**config.mk**
```make
export PLATFORM = sky130hd
export DESIGN_NAME = ff_d_fifo_flat
export DESIGN_NICKNAME = d
export VERILOG_FILES = /design/src/rtl/ff_d_fifo_if.sv /design/src/rtl/ff_d_fifo.sv /design/src/flat_wrapper.sv
export SDC_FILE = /design/constraint.sdc
export NUM_CORES = 1
export LEC_CHECK = 0
export ABC_AREA = 1
export BUFFER_PORTS_ARGS = -buffer_cell sky130_fd_sc_hd__buf_2
export CORE_MARGIN = 8
export CORE_UTILIZATION = 35
export CTS_CLUSTER_DIAMETER = 40
export DETAILED_ROUTE_END_ITERATION = 7
export PLACE_DENSITY = 0.57
export SLEW_MARGIN = 20
export SYNTH_ARGS = -nofsm -noshare
export SYNTH_HDL_FRONTEND = slang
export SYNTH_SLANG_ARGS = --single-unit
```
**constraint.sdc**
```tcl
create_clock -name clk -period 5.4 [get_ports clk]
set_input_delay 1.08 -clock clk [delete_from_list [all_inputs] [get_ports clk]]
set_output_delay 1.08 -clock clk [all_outputs]
set_load 0.005 [all_outputs]
```
**src/rtl/ff_d_fifo_if.sv**
```systemverilog
// ----------------------------------------------------------------------------
// ff_d_fifo_if
//   Producer/consumer bundle for ff_d_fifo. It groups the write side, the read
//   side, the flag-clear strobe and the status outputs into one port.
//   Signals:
//     i_wr_en, i_data   write request and write data
//     i_rd_en           read request
//     i_clr_flags       clears the sticky overflow/underflow flags
//     o_data, o_valid   registered read data and its 1-cycle update strobe
//     o_full, o_empty   occupancy flags
//     o_count           entries stored, 0..DEPTH
//     o_overflow        sticky: a write was dropped
//     o_underflow       sticky: a read was refused
//   Modports:
//     slave   the FIFO side (drives the o_* signals)
//     master  the producer/consumer side (drives the i_* signals)
// ----------------------------------------------------------------------------
interface ff_d_fifo_if #(
  parameter int DW    = 8,
  parameter int DEPTH = 4
);
  localparam int CW = $clog2(DEPTH) + 1;

  logic          i_wr_en;
  logic [DW-1:0] i_data;
  logic          i_rd_en;
  logic          i_clr_flags;
  logic [DW-1:0] o_data;
  logic          o_valid;
  logic          o_full;
  logic          o_empty;
  logic [CW-1:0] o_count;
  logic          o_overflow;
  logic          o_underflow;

  modport slave (
    input  i_wr_en, i_data, i_rd_en, i_clr_flags,
    output o_data, o_valid, o_full, o_empty, o_count, o_overflow, o_underflow
  );

  modport master (
    output i_wr_en, i_data, i_rd_en, i_clr_flags,
    input  o_data, o_valid, o_full, o_empty, o_count, o_overflow, o_underflow
  );
endinterface

```
**src/rtl/ff_d_fifo.sv**
```systemverilog
// ----------------------------------------------------------------------------
// ff_d_fifo
//   Small synchronous FIFO sitting directly upstream of the ff_d register
//   stage. It buffers bursty producer words and presents one word per
//   accepted read on o_data, which feeds ff_d.i_data. There is no
//   fall-through: a word appears on o_data one edge after its read is
//   accepted, and a word written at edge N is readable at edge N+1.
//   Ports:
//     clk   single clock, all state updates on the rising edge
//     rst   synchronous, active-high reset; overrides all other inputs
//     bus   ff_d_fifo_if.slave: write/read requests, flag clear, read data,
//           valid strobe, full/empty/count and sticky error flags
//   Parameters:
//     DW     data width (must match ff_d_pkg::t_dw)
//     DEPTH  number of entries, power of 2, >= 2
// ----------------------------------------------------------------------------
module ff_d_fifo #(
  parameter int DW    = 8,
  parameter int DEPTH = 4
) (
  input  logic        clk,
  input  logic        rst,
  ff_d_fifo_if.slave  bus
);
  localparam int AW = $clog2(DEPTH);
  localparam int CW = AW + 1;

  logic [DW-1:0] mem [DEPTH];

  logic [AW-1:0] wr_ptr_q, wr_ptr_d;
  logic [AW-1:0] rd_ptr_q, rd_ptr_d;
  logic [CW-1:0] count_q,  count_d;
  logic [DW-1:0] data_q,   data_d;
  logic          valid_q,  valid_d;
  logic          full_q,   full_d;
  logic          empty_q,  empty_d;
  logic          ovf_q,    ovf_d;
  logic          udf_q,    udf_d;

  logic rd_acc;
  logic wr_acc;

  // A read is judged on pre-edge state; a write into a full FIFO is still
  // accepted when a read frees a slot on the same edge.
  assign rd_acc = bus.i_rd_en & ~empty_q;
  assign wr_acc = bus.i_wr_en & (~full_q | rd_acc);

  always_comb begin
    // NOTE: every next-state signal gets a default first so no path leaves it
    // unassigned; that is what keeps always_comb from inferring a latch.
    wr_ptr_d = wr_ptr_q;
    rd_ptr_d = rd_ptr_q;
    count_d  = count_q;
    data_d   = data_q;
    valid_d  = 1'b0;
    ovf_d    = ovf_q;
    udf_d    = udf_q;

    // Pointers are exactly AW bits wide, so DEPTH being a power of 2 gives
    // the modulo wrap for free.
    if (wr_acc) wr_ptr_d = wr_ptr_q + AW'(1);

    if (rd_acc) begin
      data_d   = mem[rd_ptr_q];
      valid_d  = 1'b1;
      rd_ptr_d = rd_ptr_q + AW'(1);
    end

    case ({wr_acc, rd_acc})
      2'b10:   count_d = count_q + CW'(1);
      2'b01:   count_d = count_q - CW'(1);
      default: count_d = count_q;
    endcase

    // Sticky flags: a set event on the same edge as a clear wins.
    if (bus.i_wr_en & ~wr_acc)  ovf_d = 1'b1;
    else if (bus.i_clr_flags)   ovf_d = 1'b0;

    if (bus.i_rd_en & ~rd_acc)  udf_d = 1'b1;
    else if (bus.i_clr_flags)   udf_d = 1'b0;

    full_d  = (count_d == CW'(DEPTH));
    empty_d = (count_d == '0);
  end

  // NOTE: storage has no reset; after reset the pointers and count make every
  // stale entry unreachable, so clearing it would only cost a reset net per bit.
  always_ff @(posedge clk) begin
    if (wr_acc && !rst) mem[wr_ptr_q] <= bus.i_data;
  end

  // NOTE: sequential state uses non-blocking assignments so every register
  // samples pre-edge values, independent of statement order.
  always_ff @(posedge clk) begin
    if (rst) begin
      wr_ptr_q <= '0;
      rd_ptr_q <= '0;
      count_q  <= '0;
      data_q   <= '0;
      valid_q  <= 1'b0;
      full_q   <= 1'b0;
      empty_q  <= 1'b1;
      ovf_q    <= 1'b0;
      udf_q    <= 1'b0;
    end else begin
      wr_ptr_q <= wr_ptr_d;
      rd_ptr_q <= rd_ptr_d;
      count_q  <= count_d;
      data_q   <= data_d;
      valid_q  <= valid_d;
      full_q   <= full_d;
      empty_q  <= empty_d;
      ovf_q    <= ovf_d;
      udf_q    <= udf_d;
    end
  end

  assign bus.o_data      = data_q;
  assign bus.o_valid     = valid_q;
  assign bus.o_full      = full_q;
  assign bus.o_empty     = empty_q;
  assign bus.o_count     = count_q;
  assign bus.o_overflow  = ovf_q;
  assign bus.o_underflow = udf_q;
endmodule

```
**src/flat_wrapper.sv**
```systemverilog
// flat-port wrapper written by rule: the top's interface ports become plain ports
module ff_d_fifo_flat 
#(
  parameter int DW    = 8,
  parameter int DEPTH = 4
)
  (clk, rst, bus_i_wr_en, bus_i_data, bus_i_rd_en, bus_i_clr_flags, bus_o_data, bus_o_valid, bus_o_full, bus_o_empty, bus_o_count, bus_o_overflow, bus_o_underflow);
  ff_d_fifo_if #(.DW(DW), .DEPTH(DEPTH)) bus_i ();
  input  logic clk;
  input  logic rst;
  input wire logic [$bits(bus_i.i_wr_en)-1:0] bus_i_wr_en;
  input wire logic [$bits(bus_i.i_data)-1:0] bus_i_data;
  input wire logic [$bits(bus_i.i_rd_en)-1:0] bus_i_rd_en;
  input wire logic [$bits(bus_i.i_clr_flags)-1:0] bus_i_clr_flags;
  output wire logic [$bits(bus_i.o_data)-1:0] bus_o_data;
  output wire logic [$bits(bus_i.o_valid)-1:0] bus_o_valid;
  output wire logic [$bits(bus_i.o_full)-1:0] bus_o_full;
  output wire logic [$bits(bus_i.o_empty)-1:0] bus_o_empty;
  output wire logic [$bits(bus_i.o_count)-1:0] bus_o_count;
  output wire logic [$bits(bus_i.o_overflow)-1:0] bus_o_overflow;
  output wire logic [$bits(bus_i.o_underflow)-1:0] bus_o_underflow;
  assign bus_i.i_wr_en = bus_i_wr_en;
  assign bus_i.i_data = bus_i_data;
  assign bus_i.i_rd_en = bus_i_rd_en;
  assign bus_i.i_clr_flags = bus_i_clr_flags;
  assign bus_o_data = bus_i.o_data;
  assign bus_o_valid = bus_i.o_valid;
  assign bus_o_full = bus_i.o_full;
  assign bus_o_empty = bus_i.o_empty;
  assign bus_o_count = bus_i.o_count;
  assign bus_o_overflow = bus_i.o_overflow;
  assign bus_o_underflow = bus_i.o_underflow;
  ff_d_fifo #(.DW(DW), .DEPTH(DEPTH)) u_core (.clk(clk), .rst(rst), .bus(bus_i));
endmodule
```
==> results_dict.tcl, run 1 <==
set metrics [dict create \
    synth_nets 250 \
    fin_nets 279 \
    clock_skew_ns 0.00336 \
    ys_ff_latch 52 \
    cts_resized 0 \
    synthArstFlopShare_pct 0 \
    worst-endpoint-required_ns 5.59 \
    clk_pin_slew_ns 0.09 \
    syn_area_sq_um 2180 \
    synth_common_cells "57 x nor2_1, 40 x nand2_1, 35 x inv_1" \
    p_clk_share_pct 25.1 \
    switchingPower_uw 260 \
    cts_root_buf "clkbuf_8" \
    ys_seq_area_share_pct 62.3 \
    grt_remaining_overflow 0 \
    worstSetupStartpointType "primary input" \
    yosys_warnings 0 \
    slowest_stage "fa_1" \
    start_util_pct 36.5 \
    coreArea_sq_um 5990 \
    worstSkewPairLatency_ns 0.30 \
    drtIter0Drc 82 \
    drcViolationCount 0 \
    worstMarginPinSlew_ns 0.949 \
    cts_sinks 52 \
    hp-class "reg -> reg" \
    routedWlPerCell_um 12.3 \
    ir_worst_vdd_mv 0.155 \
    pwr-share-seq_pct 55.2 \
    synthTopCellsByArea "edfxtp_1 44%, dfxtp_1 18%, nor2_1 9.8%, nand2_1 6.9%, inv_1 6.0%" \
    grt_use_total_pct 10.1 \
    setup_violations 0 \
    numCtsBuffers 5 \
    ant_nets 0 \
    synth_edf_count 32 \
    num_vias 1499 \
    grt_max_degree 27 \
    clock_path_buffers 2 \
    crit_arrival_ns 2.62 \
    critPathMaxFanout 5 \
    p_per_area_nw_per_um2 363 \
    report.final.slew_viol_count 0 \
    final-hold-violation-count 0 \
    cap_violations 0 \
    row_count 28 \
    worstPathCellList "buf_2 > nand2_2 > nand2_1 > nand2_1 > ha_1 > inv_1 > fa_1 > nand2_1 > o21ai_0 > nand2_1 > inv_1 > nand2_1 > nand2_1" \
    n_antenna_cell 0 \
    yosys.area.top_type "edfxtp_1" \
    synthCells 231 \
    antenna_found_initial 0 \
    p_int_uw 630 \
    drive_above_1_share_pct 16.1 \
    timing.final.crit_share_pct 44.9 \
    area_growth_pct 12.2 \
    synth_cell_types 21 \
    dr.pass1.iters 4 \
    die_h_um 95.0 \
    grt_pass1_wl_um 6820 \
    dieArea_sq_um 9030 \
    place_congestion 0.760 \
    finalSetupTns_ns 0 \
    io_pins 29 \
    relSlewSlack_pct 36.6 \
    period_needed_ns 2.42 \
    critPathMaxStageDelay_ns 0.44 \
    grt_pass1_vias 1468 \
    post-cts-setup-buffers 0 \
    cts-htree-levels 2 \
    ctsHoldBuffers 0 \
    fmax_mhz 413 \
    synth_top_area_share_pct 44.0 \
    avgSynthCellArea_sq_um 9.46 \
    crit_top_cell "nand2_1" \
    criticalPathCategory "in -> reg" \
    combPwrFrac_pct 19.7 \
    power.leakage_nw 1.09 \
    rsz0062_at_grt "false" \
    synth-main-ff-cell "edfxtp_1" \
    cp-end-kind "register" \
    fin_util_pct 40.9 \
    yosys.cell_count.top_type "nor2_1" \
    drt_wl_total_um 4140 \
    cts_tree "built" \
    vias_per_cell 4.46 \
    die_w_um 95.0 \
    hpwl_um 2780 \
    portBuffers 28 \
    sw_frac_of_total_pct 29.2 \
    status "complete, no violations" \
]
-- worst max-delay path, delay by kind of cell --
family	cells	cell delay, ns
fa+ha+maj	2	0.63
buf+inv	3	0.22
compound gates	1	0.10
simple gates	7	0.57
-- layout make-up --
| cell class | instances | area, sq um |
|---|---|---|
| Inverter | 37 | 141 |
| Multi-Input combinational cell | 136 | 622 |
| Fill cell | 573 | 3540 |
| Clock buffer | 6 | 82.6 |
| Clock inverter | 2 | 10.0 |
| Sequential cell | 52 | 1360 |
| Tap cell | 75 | 93.8 |
| Timing Repair Buffer | 28 | 140 |
-- state kept, by name (all words and copies together) (netlist names) --
signal and count:
u_core.bus.o_underflow 1, u_core.bus.o_empty 1, u_core.bus.o_valid 1, u_core.bus.o_full 1, u_core.wr_ptr_q 2, u_core.bus.o_overflow 1
u_core.mem 32, u_core.bus.o_data 8, u_core.bus.o_count 3, u_core.rd_ptr_q 2
-- cells by family (layout without fill, tap and decap cells) --
| kind of cell | count (synthesis) | after routing | synth area share [%] |
|---|---|---|---|
| adders and majority gates | 6 | 6 | 3.78 |
| and+or+nand+nor | 113 | 113 | 20.6 |
| buffers and inverters | 43 | 73 | 9.22 |
| DFF | 52 | 52 | 62.3 |
| AOI/OAI and AO/OA | 16 | 16 | 3.67 |
| xor gates and xnor gates | 1 | 1 | 0.401 |
-- path summary, 6_finish.rpt --
| kind | to | cells after the start | slack (ns) | start |
|---|---|---|---|---|
| max | u_core.bus.o_empty | 13 | 2.98 | bus_i_rd_en |
| min | u_core.bus.o_overflow | 2 | 0.47 | u_core.bus.o_overflow |
| max reg2reg | u_core.bus.o_data[2] | 5 | 3.46 | u_core.rd_ptr_q[0] |
| min reg2reg | u_core.bus.o_overflow | 2 | 0.47 | u_core.bus.o_overflow |
-- per-layer routing --
metal,up-vias,wire (um),global-route usage [%]
li1,776,-,-
met1,674,1870,11.6
met4,0,102,4.68
met3,9,291,3.73
met2,40,1880,16.3
met5,-,0,0
-- placed cells by master, fill, tap and decap left out, types with 3 or more instances in the layout --
| cell | n |
|---|---|
| buf_2 | 28 |
| edfxtp_1 | 32 |
| nor2_2 | 3 |
| o21ai_1 | 3 |
| nand2_1 | 40 |
| ha_1 | 5 |
| a21oi_1 | 4 |
| clkbuf_8 | 6 |
| o21ai_0 | 9 |
| inv_1 | 35 |
| dfxtp_1 | 20 |
| nor2_1 | 57 |
| nand3_1 | 11 |
-- stage by stage --
step | power (mW) | cell area, sq um | cells | hold slack, ns | worst slack (ns)
after floorplan | 0.627 | 2180 | 231 | 0.455 | 2.88
after global placement | 0.678 | 2360 | 328 | 0.449 | 2.69
after detailed placement | 0.679 | 2360 | 328 | 0.460 | 2.67
after CTS | 0.900 | 2450 | 336 | 0.473 | 2.98
after global routing | 0.954 | 2450 | 336 | 0.510 | 2.77
final | 0.890 | 2450 | 336 | 0.470 | 2.98
-- power by group through the flow --
stage	registers, mW	logic, mW	clock network (mW)
floorplan	0.488	0.139	0
CTS	0.492	0.179	0.229
finish	0.491	0.175	0.224
global placement	0.501	0.177	0
global route	0.497	0.210	0.247
detailed placement	0.501	0.178	0
(Power assumes the default switching activity.)
==> run 2: changes to the inputs <==
--- a/config.mk
+++ b/config.mk
@@ -11,7 +11,7 @@
 export CORE_UTILIZATION = 35
 export CTS_CLUSTER_DIAMETER = 40
 export DETAILED_ROUTE_END_ITERATION = 7
-export PLACE_DENSITY = 0.57
+export PLACE_DENSITY = 0.59
 export SLEW_MARGIN = 20
 export SYNTH_ARGS = -nofsm -noshare
 export SYNTH_HDL_FRONTEND = slang
==> constraint.sdc (replaced) <==
create_clock -name clk -period 2 [get_ports clk]
set_input_delay 0.4 -clock clk [delete_from_list [all_inputs] [get_ports clk]]
set_output_delay 0.4 -clock clk [all_outputs]
set_load 0.005 [all_outputs]
==> run 2 against run 1 <==
Net effect:
- via count decreased by 0.33%
- worst setup slack lost 2.8 ns
- core utilization is 1.3 points higher
- die area unchanged
==> results_dict.tcl, run 2 (synthesized netlist as in run 1, its figures left out) <==
set metrics [dict create \
    criticalPathCategory "reg -> reg" \
    grt_pass1_vias 1477 \
    power.total_mw 2.45 \
    drtIter0Drc 68 \
    grt_max_degree 27 \
    finalSetupTns_ns 0 \
    report.final.slew_viol_count 0 \
    drt_wl_total_um 4190 \
    row_count 28 \
    cts-htree-levels 2 \
    clock_skew_ns 0.0124 \
    period_needed_ns 1.84 \
    crit_arrival_ns 2.09 \
    top_register "u_core.mem" \
    worstSkewPairLatency_ns 0.31 \
    place_congestion 0.752 \
    fmax_mhz 545 \
    p_per_area_nw_per_um2 966 \
    relSlewSlack_pct 74.9 \
    antenna_found_initial 0 \
    setup_violations 0 \
    hpwl_um 2880 \
    grt_use_total_pct 10.1 \
    p_int_mw 1.71 \
    die_h_um 95.0 \
    combPwrFrac_pct 22.1 \
    ant_nets 0 \
    grt_remaining_overflow 0 \
    num_vias 1494 \
    layout_common_cells "57 x nor2_1, 40 x nand2_1, 34 x inv_1" \
    worst-endpoint-required_ns 2.26 \
    ir_worst_vdd_mv 0.363 \
    drive_above_1_share_pct 20.3 \
    n_antenna_cell 0 \
    fin_nets 289 \
    worstSetupStartpointType "register" \
    cts_sinks 52 \
    hp-class "in -> reg" \
    io_pins 29 \
    timing.final.crit_share_pct 91.8 \
    dieArea_sq_um 9030 \
    clock_path_buffers 2 \
    sw_frac_of_total_pct 30.1 \
    p_clk_share_pct 25.1 \
    cap_violations 0 \
    cp-end-kind "register" \
    portBuffers 28 \
    final_common_cell "nor2_1" \
    final-hold-violation-count 0 \
    coreArea_sq_um 5990 \
    vias_per_cell 4.32 \
    dr.pass1.iters 4 \
    grt_pass1_wl_um 7030 \
    status "complete, no violations" \
    ctsHoldBuffers 0 \
    area_growth_pct 15.9 \
    drcViolationCount 0 \
    cts_tree "built" \
    power.leakage_nw 1.14 \
    largest_reg_flops 32 \
    switchingPower_uw 736 \
    numCtsBuffers 5 \
    worstMarginPinSlew_ns 0.376 \
    die_w_um 95.0 \
    rsz0062_at_grt "false" \
    critPathMaxFanout 3 \
    clk_pin_slew_ns 0.10 \
    pwr-share-seq_pct 52.9 \
    cts_root_buf "clkbuf_8" \
    routedWlPerCell_um 12.1 \
    start_util_pct 36.5 \
]
run 2: stage by stage:
stage | setup WS [ns] | util [%] | cell area (sq um) | hold WS, ns | cells
CTS | 0.0930 | 42.2 | 2530 | 0.295 | 346
finish | 0.164 | 42.3 | 2530 | 0.303 | 346
global placement | 0.0643 | 40.6 | 2430 | 0.447 | 338
detailed placement | 0.000138 | 40.6 | 2430 | 0.448 | 338
global route | 0.00577 | 42.3 | 2530 | 0.292 | 346
floorplan | 0.164 | - | 2180 | 0.455 | 231
run 2: power by group through the flow:
stage	Clock, mW	Combinational, mW	Sequential (mW)
after floorplan	0	0.375	1.32
after global routing	0.676	0.627	1.31
after CTS	0.641	0.550	1.29
after detailed placement	0	0.546	1.32
after global placement	0	0.535	1.31
final	0.613	0.540	1.29
run 2: per-layer routing:
metal | global-route usage, % | vias up | share of wire [%]
met2 | 16.5 | 28 | 46
met3 | 2.78 | 4 | 5.4
met5 | 0 | - | 0
met1 | 12.5 | 666 | 48
li1 | - | 796 | -
met4 | 3.90 | 0 | 1.3
run 2: cell type report:
class	count	area, sq um
fill	604	3460
sequential	52	1360
multi-input combinational	136	624
timing repair buffer	38	215
inverter	37	141
tap	75	93.8
clock buffer	5	68.8
clock inverter	3	25.0
run 2: worst max-delay path, stage by stage (launching register included):
cell and delay [ns]:
dfxtp_2 0.35, inv_1 0.05, nand2_2 0.09, nand2_1 0.06
nand2_1 0.09, ha_2 0.19, inv_2 0.05, fa_1 0.50
nand2_1 0.05, o21ai_1 0.09, nand2_1 0.10, inv_1 0.07
nand2_1 0.05, nand2_1 0.05
run 2: path summary, 6_finish.rpt:
check                                               to  slack [ns]              startpoint  cells after the start
worst max register to register      u_core.bus.o_empty        0.16      u_core.bus.o_empty                     13
worst min-delay path                  u_core.mem[3][4]        0.30           bus_i_data[4]                      1
worst max-delay path                u_core.bus.o_empty        0.16      u_core.bus.o_empty                     13
worst min register to register  u_core.bus.o_underflow        0.46  u_core.bus.o_underflow                      2
run 2: timing repair:
| item | CTS | global route |
|---|---|---|
| endpoints found under the hold margin | 0 | 0 |
| setup endpoints to repair | 0 | 3 |
| setup buffers | 0 | 0 |
| resized for setup | 0 | 4 |
